File: src/rtl/vc_pkg.sv
// vc_pkg: shared types for the VC arbiter.
// Holds the FSM encoding and the destination-bit helper.
package vc_pkg;

  typedef enum logic [1:0] {
    ST_IDLE,
    ST_GRANT_VC0,
    ST_GRANT_VC1,
    ST_STALL
  } vc_state_e;

  localparam int CREDIT_W = 4;

  // bit of a popped word that selects D1 over D0
  function automatic int dest_idx(input int bw);
    return bw - 1;
  endfunction

endpackage

File: src/rtl/vc_pipe.sv
// vc_pipe: two-stage pop-to-push pipeline.
// Ports: rd0/rd1 pops in, d0_in/d1_in fifo data, data/wr0/wr1 out, busy.
module vc_pipe
  import vc_pkg::*;
#(
  parameter int BW = 6
) (
  input  logic          clk,
  input  logic          rst_n,
  input  logic          rd0,
  input  logic          rd1,
  input  logic [BW-1:0] d0_in,
  input  logic [BW-1:0] d1_in,
  output logic [BW-1:0] data,
  output logic          wr0,
  output logic          wr1,
  output logic          busy
);

  localparam int DB = dest_idx(BW);

  logic          v1;
  logic          sel1;
  logic [BW-1:0] word;

  // fifo read data is valid the cycle after the pop
  assign word = sel1 ? d1_in : d0_in;
  assign busy = v1 | wr0 | wr1;

  always_ff @(posedge clk or negedge rst_n) begin
    if (!rst_n) begin
      v1   <= 1'b0;
      sel1 <= 1'b0;
      wr0  <= 1'b0;
      wr1  <= 1'b0;
      data <= '0;
    end else begin
      v1   <= rd0 | rd1;
      sel1 <= rd1;
      wr0  <= v1 & ~word[DB];
      wr1  <= v1 & word[DB];
      if (v1) data <= word;
    end
  end

endmodule

File: src/rtl/vc_arbiter.sv
// vc_arbiter: weighted two-VC arbiter feeding two destination fifos.
// Ports: VCx_empty/VCx_data_out/Dx_almost_full in; VCx_rd, Dx_wr, D_data_in, idle out.
module vc_arbiter
  import vc_pkg::*;
#(
  parameter int BW     = 6,
  parameter int WEIGHT = 4
) (
  input  logic          clk,
  input  logic          reset_L,
  input  logic          VC0_empty,
  input  logic          VC1_empty,
  input  logic [BW-1:0] VC0_data_out,
  input  logic [BW-1:0] VC1_data_out,
  input  logic          D0_almost_full,
  input  logic          D1_almost_full,
  output logic          VC0_rd,
  output logic          VC1_rd,
  output logic          D0_wr,
  output logic          D1_wr,
  output logic [BW-1:0] D_data_in,
  output logic          idle
);

  vc_state_e           state_q, state_d;
  logic [CREDIT_W-1:0] credit_q, credit_d;
  logic                af;
  logic                vc1_turn;
  logic                pick0, pick1;
  logic                busy;

  assign af = D0_almost_full | D1_almost_full;

  // VC1 wins when VC0 is dry or VC0 used up its credit
  assign vc1_turn = !VC1_empty &&
    (VC0_empty || credit_q >= CREDIT_W'(WEIGHT));

  always_comb begin
    state_d  = ST_IDLE;
    pick0    = 1'b0;
    pick1    = 1'b0;
    unique case (1'b1)
      af: state_d = ST_STALL;
      (!af && vc1_turn): begin
        state_d = ST_GRANT_VC1;
        pick1   = 1'b1;
      end
      (!af && !vc1_turn && !VC0_empty): begin
        state_d = ST_GRANT_VC0;
        pick0   = 1'b1;
      end
      default: state_d = ST_IDLE;
    endcase
  end

  always_comb begin
    credit_d = credit_q;
    if (VC1_empty || pick1)
      credit_d = '0;
    else if (pick0)
      credit_d = credit_q + 1'b1;
  end

  always_ff @(posedge clk or negedge reset_L) begin
    if (!reset_L) begin
      state_q  <= ST_IDLE;
      credit_q <= '0;
    end else begin
      state_q  <= state_d;
      credit_q <= credit_d;
    end
  end

  // pops are combinational so backpressure stops them the same cycle
  assign VC0_rd = pick0 & reset_L;
  assign VC1_rd = pick1 & reset_L;
  assign idle   = (state_q == ST_IDLE) & ~busy;

  vc_pipe #(.BW(BW)) u_pipe (
    .clk   (clk),
    .rst_n (reset_L),
    .rd0   (VC0_rd),
    .rd1   (VC1_rd),
    .d0_in (VC0_data_out),
    .d1_in (VC1_data_out),
    .data  (D_data_in),
    .wr0   (D0_wr),
    .wr1   (D1_wr),
    .busy  (busy)
  );

endmodule

File: config.mk
export PLATFORM = sky130hd
export DESIGN_NAME = vc_arbiter
export DESIGN_NICKNAME = d
export VERILOG_FILES = /design/src/rtl/vc_pkg.sv /design/src/rtl/vc_pipe.sv /design/src/rtl/vc_arbiter.sv
export SDC_FILE = /design/constraint.sdc
export NUM_CORES = 1
export LEC_CHECK = 0
export BUFFER_PORTS_ARGS = -buffer_cell sky130_fd_sc_hd__buf_2
export CAP_MARGIN = 20
export CORE_MARGIN = 3
export CORE_UTILIZATION = 45
export DETAILED_ROUTE_END_ITERATION = 10
export HOLD_SLACK_MARGIN = 0.08
export PLACE_DENSITY = 0.85
export SKIP_CTS_REPAIR_TIMING = 1
export SLEW_MARGIN = 25
export SYNTH_ARGS = -nofsm -noshare
export SYNTH_HDL_FRONTEND = slang
export SYNTH_SLANG_ARGS = --single-unit
export TNS_END_PERCENT = 20
File: constraint.sdc
create_clock -name clk -period 1.6 [get_ports clk]
set_clock_uncertainty 0.2 [all_clocks]
set_input_delay 0.08 -clock clk [delete_from_list [all_inputs] [get_ports clk]]
set_output_delay 0.08 -clock clk [all_outputs]
set_load 0.01 [all_outputs]
; Word-level counts from Yosys, hierarchy flattened
; Cells that the tools add are included.
[totals]
regBits = 16
latch_bits = 0
ramBits = 0
romBits = 0
inputBits = 18
output_inout_bits = 11
mem_count = 0
[op_classes]
n_addsub = 1
multipliers = 0
n_div = 0
n_lt_le_gt_ge = 1
eq_ne = 0
n_shift = 0
muxes = 6
bitwise_logic = 11
n_reduce_logical = 12
[ops]
columns = operator, count
row1 = $mux 4, 2
row2 = $mux 6, 1
row3 = $pmux 2 s3, 1
row4 = $and 1x1->1, 5
row5 = $add 4x1->4 const B, 1
row6 = $ge 4x3->1 const B, 1
row7 = $logic_and 1x1->1, 4
row8 = $logic_not 1->1, 4
row9 = $or 1x1->1, 4
row10 = $logic_not 2->1, 1
row11 = $logic_or 1x1->1, 2
row12 = $mux 1, 2
row13 = $not 1->1, 2
row14 = $reduce_bool 2->1, 1

; Longest topological paths before layout
; Gate-level depths: netlist of run 1.
[depth]
depth_word = 9
ltp_mapped = 3
depth_no_buf = 3

; Cells and area by module
; From an unflattened synthesis of run 1, not the netlist that was laid out.
[hier_totals]
cells_unflattened = 62
area_unflattened_um2 = 711.9
[by_module_without_submodules]
columns = module, n_inst, cells_per_inst, area_per_inst_um2, seq_area_each_um2
row1 = vc_pipe, 1, 34, 406.6, 250.2
row2 = vc_arbiter, 1, 28, 305.3, 150.1

; Worst setup path before layout of run 1
; OpenSTA, ideal clock, no wires.
[synth_path]
path_kind = register to register
start = register credit_q[0]
end = register credit_q[1]
arrival_time_ns = 1.140
required_ns = 1.299
setup_slack_ns = 0.160
stages_incl_launch_ff = 4
n_path_buf = 0
period_less_slack_ns = 1.440
path_cell_list = dfrtp_1 ha_1 or4b_1 o32ai_1
[synth_via]
elab_chain_len = 8
elab_cells_between_ends = 14
classes_between = add/sub: 1 / order compare: 1 / mux: 4 / reduce/logical: 8
[synth_rtl]
columns = item, line_no
row1 = "start, declared", vc_arbiter.sv:26  ; logic [CREDIT_W-1:0] credit_q, credit_d;
row2 = "start signal, assigned", vc_arbiter.sv:70  ; credit_q <= credit_d;
row3 = $ge 4x3->1, vc_arbiter.sv:36  ; (VC0_empty || credit_q >= CREDIT_W'(WEIGHT));
row4 = $logic_or 1x1->1, vc_arbiter.sv:36
row5 = $logic_and 1x1->1, vc_arbiter.sv:35  ; assign vc1_turn = !VC1_empty &&
row6 = $logic_not 1->1, vc_arbiter.sv:48  ; (!af && !vc1_turn && !VC0_empty): begin
row7 = $logic_and 1x1->1 (2 in series), vc_arbiter.sv:48
row8 = $mux 1, vc_arbiter.sv:42  ; unique case (1'b1)
row9 = $reduce_bool 2->1 (no line), n/a
; Parallel ways exist; a longest one is shown, timed or not. The select of a mux whose other input is x is not followed.
; A chain may end at the register's enable or synchronous reset.

; Worst setup path after layout of run 1
[layout_path]
start = register state_q[0]
end = output idle
[layout_via]
elab_chain_len = 2
[layout_rtl]
columns = item, line_no
row1 = "start, declared", vc_arbiter.sv:25  ; vc_state_e state_q, state_d;
row2 = "start signal, assigned", vc_arbiter.sv:69  ; state_q <= state_d;
row3 = $logic_not 2->1, vc_arbiter.sv:77  ; assign idle = (state_q == ST_IDLE) & ~busy;
row4 = $and 1x1->1, vc_arbiter.sv:77
row5 = "end, declared", vc_arbiter.sv:22  ; output logic idle
; No other way between the ends.

==> results.cfg, run 1 <==
[worst_setup_path]
worst-path-max-fanout = 1
crit_buf_inv = 1
arrival_ns = 1.37
critical_path_class = flop to primary output
path_cells = or4_1 > nor2_1 > buf_2
critPathLaunchType = flop
cp_slowest_cell = or4_1
cp-end-kind = primary output
critPathRequiredTime_ns = 1.32
critPathTopFamily = simple AND/OR/NAND/NOR gates
critPathMaxStageDelay_ns = 0.51

[final_layout]
mostFrequentLayoutCell = buf_2
multi_input_area_um2 = 278
final_util_pct = 78.0
nNetsFinal = 131
final_layout_size_suffix_gt1_share_pct = 33.3
nFillCells = 85
seqCellArea_um2 = 400
mostFrequentLayoutCells = buf_2, dlygate4sd3_1, dfrtp_1, nor2_1, a21oi_1
areaGrowthSynthToFinish_pct = 53.9

[grt]
grt_first_pass_wirelength_um = 2250
grt_overflow = 0
grtUsageTotal_pct = 15.8
grt_max_degree = 17
antenna_found_initial = 0
grt_pass1_vias = 556

[placed_design]
gp_congestion = 0.721
place.detailed.hpwl_um = 1100
portBuffers = 28

[clock_tree]
htreeDepth = 1
clk_path_buf_depth = 2
clock_sinks = 16
numCtsBuffers = 3
cts_tree = built
clk_pin_slew_worst_paths_ns = 0.09
root_buffer = clkbuf_4
clock_latency_ns = 0.28

[timing]
finalHoldViolations = 4
hold_ws_ns = -0.0830
rsz0062_at_grt = true
setup_violations = 2
worstMarginPinSlew_ns = 0.684
setup_tns_ns = -0.0677
max_freq_mhz = 607
fin_crit_sh_pct = 103
maxSlewViolCount = 0
slew_headroom_pct = 54.2
worst_slack_ns = -0.0484
period_needed_ns = 1.65

[worst_hold_path]
hold_path.class = input port to flop

[floorplanning]
die-area_mm2 = 0.00207
die_h_um = 45.5
start_util_pct = 50.7
io_pins = 29
core_area_mm2 = 0.00138
rows = 13
die_w_um = 45.5

[power_and_ir_drop]
ir_drop_mv = 0.791
cellPowerDensity_mw_per_mm2 = 824
finalPower_uw = 888
p_leak_uw = 0.000504

[run_status]
violations = hold timing, setup timing
status = finished with violations

[synthesis]
synth_fp_nets = 81
synth-seq-area-share_pct = 57.1
ys_warn_count = 0
synthCells = 62
synth.avg_cell_area_um2 = 11.3
synth_cell_types = 22
synth_area_um2 = 701
synth-seq-cells = 16

[detailed_routing]
routed-via-count = 684
wire_per_inst_um = 14.7
ant_nets = 0
dr.pass1.iters = 4
wl_um = 1860
first_iter_violations = 27
drc = 0
vias_per_cell = 5.39

[flow_run]
max-cap-violations = 0
## cell usage after synthesis, drive strengths merged
cell type | number | area share (%)
dfrtp | 16 | 57
nor2 | 8 | 4.3
a21oi | 7 | 5.0
mux2i | 6 | 8.6
nor3 | 3 | 2.1
buf | 2 | 2.3
inv | 2 | 1.1
o21ai | 2 | 1.4
o32ai | 2 | 2.5
or4 | 2 | 2.1
or4b | 2 | 2.9
and2 | 1 | 0.89
clkbuf | 1 | 0.54
ha | 1 | 1.8
nand2b | 1 | 0.89
nor2b | 1 | 0.89
nor3b | 1 | 1.1
o21ba | 1 | 1.4
o22ai | 1 | 0.89
or3 | 1 | 0.89
or3b | 1 | 1.3
## power by group
group | internal [µW] | total, µW | switching (µW)
logic | 89.5 | 174 | 84.1
registers | 438 | 456 | 17.2
clock network | 139 | 259 | 121
total | 666 | 888 | 222
## through the flow
step	setup slack, ns	cells	instance area (µm²)
CTS	-0.0664	108	891
detailed placement	0.0960	104	855
floorplan	0.160	62	701
finish	-0.0484	127	1080
global route	-0.149	126	1080
global placement	0.134	104	855
## worst register-to-register path: cells and delay by family, from the launching register on
family / cells / cell delay (ns)
adder cells (fa/ha/maj): 1 / 0.28
AO/OA/AOI/OAI: 1 / 0.12
AND/OR/NAND/NOR: 1 / 0.43
flip-flops: 1 / 0.41
## cells by family after synthesis
kind of cell / count (synthesis) / synth area share [%]
simple gates: 21 / 17.3
mux: 6 / 8.57
compound gates: 13 / 11.3
flops: 16 / 57.1
fa+ha+maj: 1 / 1.79
buf+inv: 5 / 3.93
## per-layer routing
| metal | global-route usage [%] | vias up | wire [µm] |
|---|---|---|---|
| met3 | 7.91 | 2 | 123 |
| met2 | 26.2 | 32 | 1070 |
| met1 | 16.8 | 327 | 655 |
| met4 | 6.43 | 0 | 13 |
| li1 | - | 323 | - |
| met5 | 0 | - | 0 |
## registers in the layout, summed over array words and instances (netlist names)
signal / cells
u_pipe.v1: 1
u_pipe.sel1: 1
u_pipe.wr1: 1
u_pipe.data: 6
state_q: 2
u_pipe.wr0: 1
credit_q: 4
## layout make-up
type / instances / area share, %
inverters: 2 / 0.696
well taps: 15 / 1.74
multi-input cells: 41 / 25.8
clock buffers: 4 / 3.36
repair buffers: 48 / 31.1
diodes: 1 / 0.232
flip-flops and latches: 16 / 37.1
## path summary, 6_finish.rpt
| path | from | endpoint | slack (ns) | depth (start not counted) |
|---|---|---|---|---|
| max | state_q[0] | idle | -0.05 | 3 |
| min in group asynchronous | reset_L | credit_q[2] | 0.27 | 3 |
| max reg2reg | credit_q[0] | credit_q[1] | 0.07 | 3 |
| min | D0_almost_full | credit_q[2] | -0.08 | 3 |
| min reg2reg | u_pipe.data[3] | u_pipe.data[3] | 0.32 | 2 |
| max in group asynchronous | reset_L | credit_q[1] | 0.49 | 3 |
(Power assumes the default switching activity.)
==> run 2, diff against run 1 <==
--- a/config.mk
+++ b/config.mk
@@ -5,10 +5,11 @@
 export SDC_FILE = /design/constraint.sdc
 export NUM_CORES = 1
 export LEC_CHECK = 0
+export ABC_AREA = 1
 export BUFFER_PORTS_ARGS = -buffer_cell sky130_fd_sc_hd__buf_2
 export CAP_MARGIN = 20
 export CORE_MARGIN = 3
-export CORE_UTILIZATION = 45
+export CORE_UTILIZATION = 46
 export DETAILED_ROUTE_END_ITERATION = 10
 export HOLD_SLACK_MARGIN = 0.08
 export PLACE_DENSITY = 0.85
@@ -16,5 +17,6 @@
 export SLEW_MARGIN = 25
 export SYNTH_ARGS = -nofsm -noshare
 export SYNTH_HDL_FRONTEND = slang
+export SYNTH_HIERARCHICAL = 1
 export SYNTH_SLANG_ARGS = --single-unit
 export TNS_END_PERCENT = 20
==> run 2 against run 1 <==
The flow still finishes with violations (hold timing, setup timing). Worst hold slack worse by 0.056 ns. Die area is 6.4% higher. Count of clock-buffer cells in the layout stayed put. Sequential power is 4% higher.
==> results.cfg, run 2 <==
[floorplanning]
core_area_mm2 = 0.00154
die-area_mm2 = 0.00220
rows = 14
die_w_um = 46.9
start_util_pct = 49.9
die_h_um = 46.9
io_pins = 29

[detailed_routing]
wl_met3_um = 135
wl_met2_um = 1070
top_layer = met4
vias_per_cell = 4.88
routed-via-count = 776
dr.pass1.iters = 4
drt-met1-wl_um = 714
wire_per_inst_um = 12.3
first_iter_violations = 20
wl_um = 1960
ant_nets = 0
drc = 0

[final_layout]
final_util_pct = 74.1
final_layout_size_suffix_gt1_share_pct = 33.6
antenna_cells = 0
mostFrequentLayoutCell = buf_2
largest_reg_flops = 6
areaGrowthSynthToFinish_pct = 48.5
reg_top3 = u_pipe/data: 6 flops, credit_q: 4 flops, state_q: 2 flops
nNetsFinal = 163
mostFrequentLayoutCells = buf_2, nand2_1, inv_1, dfrtp_1, dlygate4sd3_1
top_register = u_pipe/data
nFillCells = 105

[synthesis]
ys_async_sr_fraction_pct = 100
synth_area_um2 = 769
synth_flop_cell = dfrtp_1
synth.avg_cell_area_um2 = 8.19
synth_fp_nets = 113
synth_cell_types = 19
synth-seq-cells = 16
ys_warn_count = 6
synth.most_common_cell = nand2_1
synth-seq-area-share_pct = 52.0
yosysTopAreaCell = dfrtp_1
synth_commonest_cells = nand2_1, inv_1, dfrtp_1
synth_area_leaders = dfrtp_1, nand2_1, inv_1, nand3_1, nor2_1
yosys.area.top_type_share_pct = 52.0
synth_edf_count = 0
synthCells = 94

[timing]
hold_ws_ns = -0.139
rsz0062_at_grt = true
setup_violations = 1
period_needed_ns = 1.63
max_freq_mhz = 612
setup_tns_ns = -0.0344
slew_headroom_pct = 82.8
fin_crit_sh_pct = 102
finalHoldViolations = 6
maxSlewViolCount = 0
worst_slack_ns = -0.0344
worstMarginPinSlew_ns = 0.258

[flow_run]
max-cap-violations = 0

[grt]
antenna_found_initial = 0
grtUsageTotal_pct = 15.6
grt_max_degree = 17
grt_overflow = 0
grt_pass1_vias = 611
grt_first_pass_wirelength_um = 2440

[worst_setup_path]
arrival_ns = 1.35
crit_buf_inv = 1
critPathLaunchType = flop
critPathRequiredTime_ns = 1.32
critPathTopFamily = simple AND/OR/NAND/NOR gates
cp_slowest_cell = dfrtp_1
cp-end-kind = primary output
critPathMaxStageDelay_ns = 0.43
path_cells = nor2_2 > nand2_1 > nand2_2 > nand3_2 > nor2_1 > buf_2
worst-path-max-fanout = 3
critical_path_class = flop to primary output

[clock_tree]
clock_latency_ns = 0.28
numCtsBuffers = 3
clk_pin_slew_worst_paths_ns = 0.09
htreeDepth = 1
clock_sinks = 16
cts_tree = built
clk_path_buf_depth = 2
root_buffer = clkbuf_4

[run_status]
violations = hold timing, setup timing
status = finished with violations

[placed_design]
portBuffers = 28
gp_congestion = 0.787
place.detailed.hpwl_um = 1190
dp_slack_ns = 0.259

[power_and_ir_drop]
cellPowerDensity_mw_per_mm2 = 829
ir_drop_mv = 0.451
p_leak_uw = 0.000653
finalPower_uw = 947

[worst_hold_path]
hold_path.class = input port to flop
## run 2: worst reg2reg max path, stage by stage (launching register included)
cell and delay [ns]:
dfrtp_1 0.43, nor2_2 0.15, nand2_1 0.07, nand2_2 0.09
nor3b_2 0.06, or2_2 0.29
## run 2: metrics by stage
step | instance area, µm² | cells
2_1_floorplan | 769 | 94
3_3_place_gp | 937 | 139
3_5_place_dp | 937 | 139
4_1_cts | 973 | 143
5_1_grt | 1140 | 159
6_report | 1140 | 159
## run 2: worst paths after layout
path | startpoint | end | slack, ns | cells past startpoint
worst max register to register | credit_q[2] | u_pipe/v1 | 0.21 | 5
worst max-delay path | credit_q[2] | VC0_rd | -0.03 | 6
min in group asynchronous | reset_L | u_pipe/data[3] | 0.10 | 3
worst min register to register | u_pipe/data[0] | u_pipe/data[0] | 0.28 | 2
max in group asynchronous | reset_L | u_pipe/v1 | 0.90 | 3
worst min-delay path | D0_almost_full | state_q[1] | -0.14 | 3
## run 2: cell type report
cell class,instances,area [µm²],area share [%]
Sequential cell,16,402,35.2
Timing Repair Buffer,45,303,26.5
Multi-Input combinational cell,55,293,25.6
Inverter,23,88.8,7.78
Clock buffer,4,36.3,3.18
Tap cell,16,20.0,1.75
## run 2: layer usage
| layer | track usage [%] | vias up |
|---|---|---|
| li1 | - | 377 |
| met1 | 18.4 | 356 |
| met2 | 27.9 | 37 |
| met3 | 2.30 | 6 |
| met4 | 6.63 | 0 |
| met5 | 0 | - |
## run 2: power breakdown
| part | total, µW | switching (µW) | internal, µW |
|---|---|---|---|
| registers | 473 | 23.7 | 450 |
| clock network | 266 | 127 | 138 |
| logic | 208 | 107 | 101 |
## run 2: kinds of logic after synthesis
kind of cell             after synthesis  synth area share (%)
XOR/XNOR                               1                  1.14
AO/OA/AOI/OAI                          5                  4.71
AND/OR/NAND/NOR                       48                  29.3
flip-flops                            16                  52.0
adder cells (fa/ha/maj)                1                  1.63
buffers and inverters                 23                  11.2
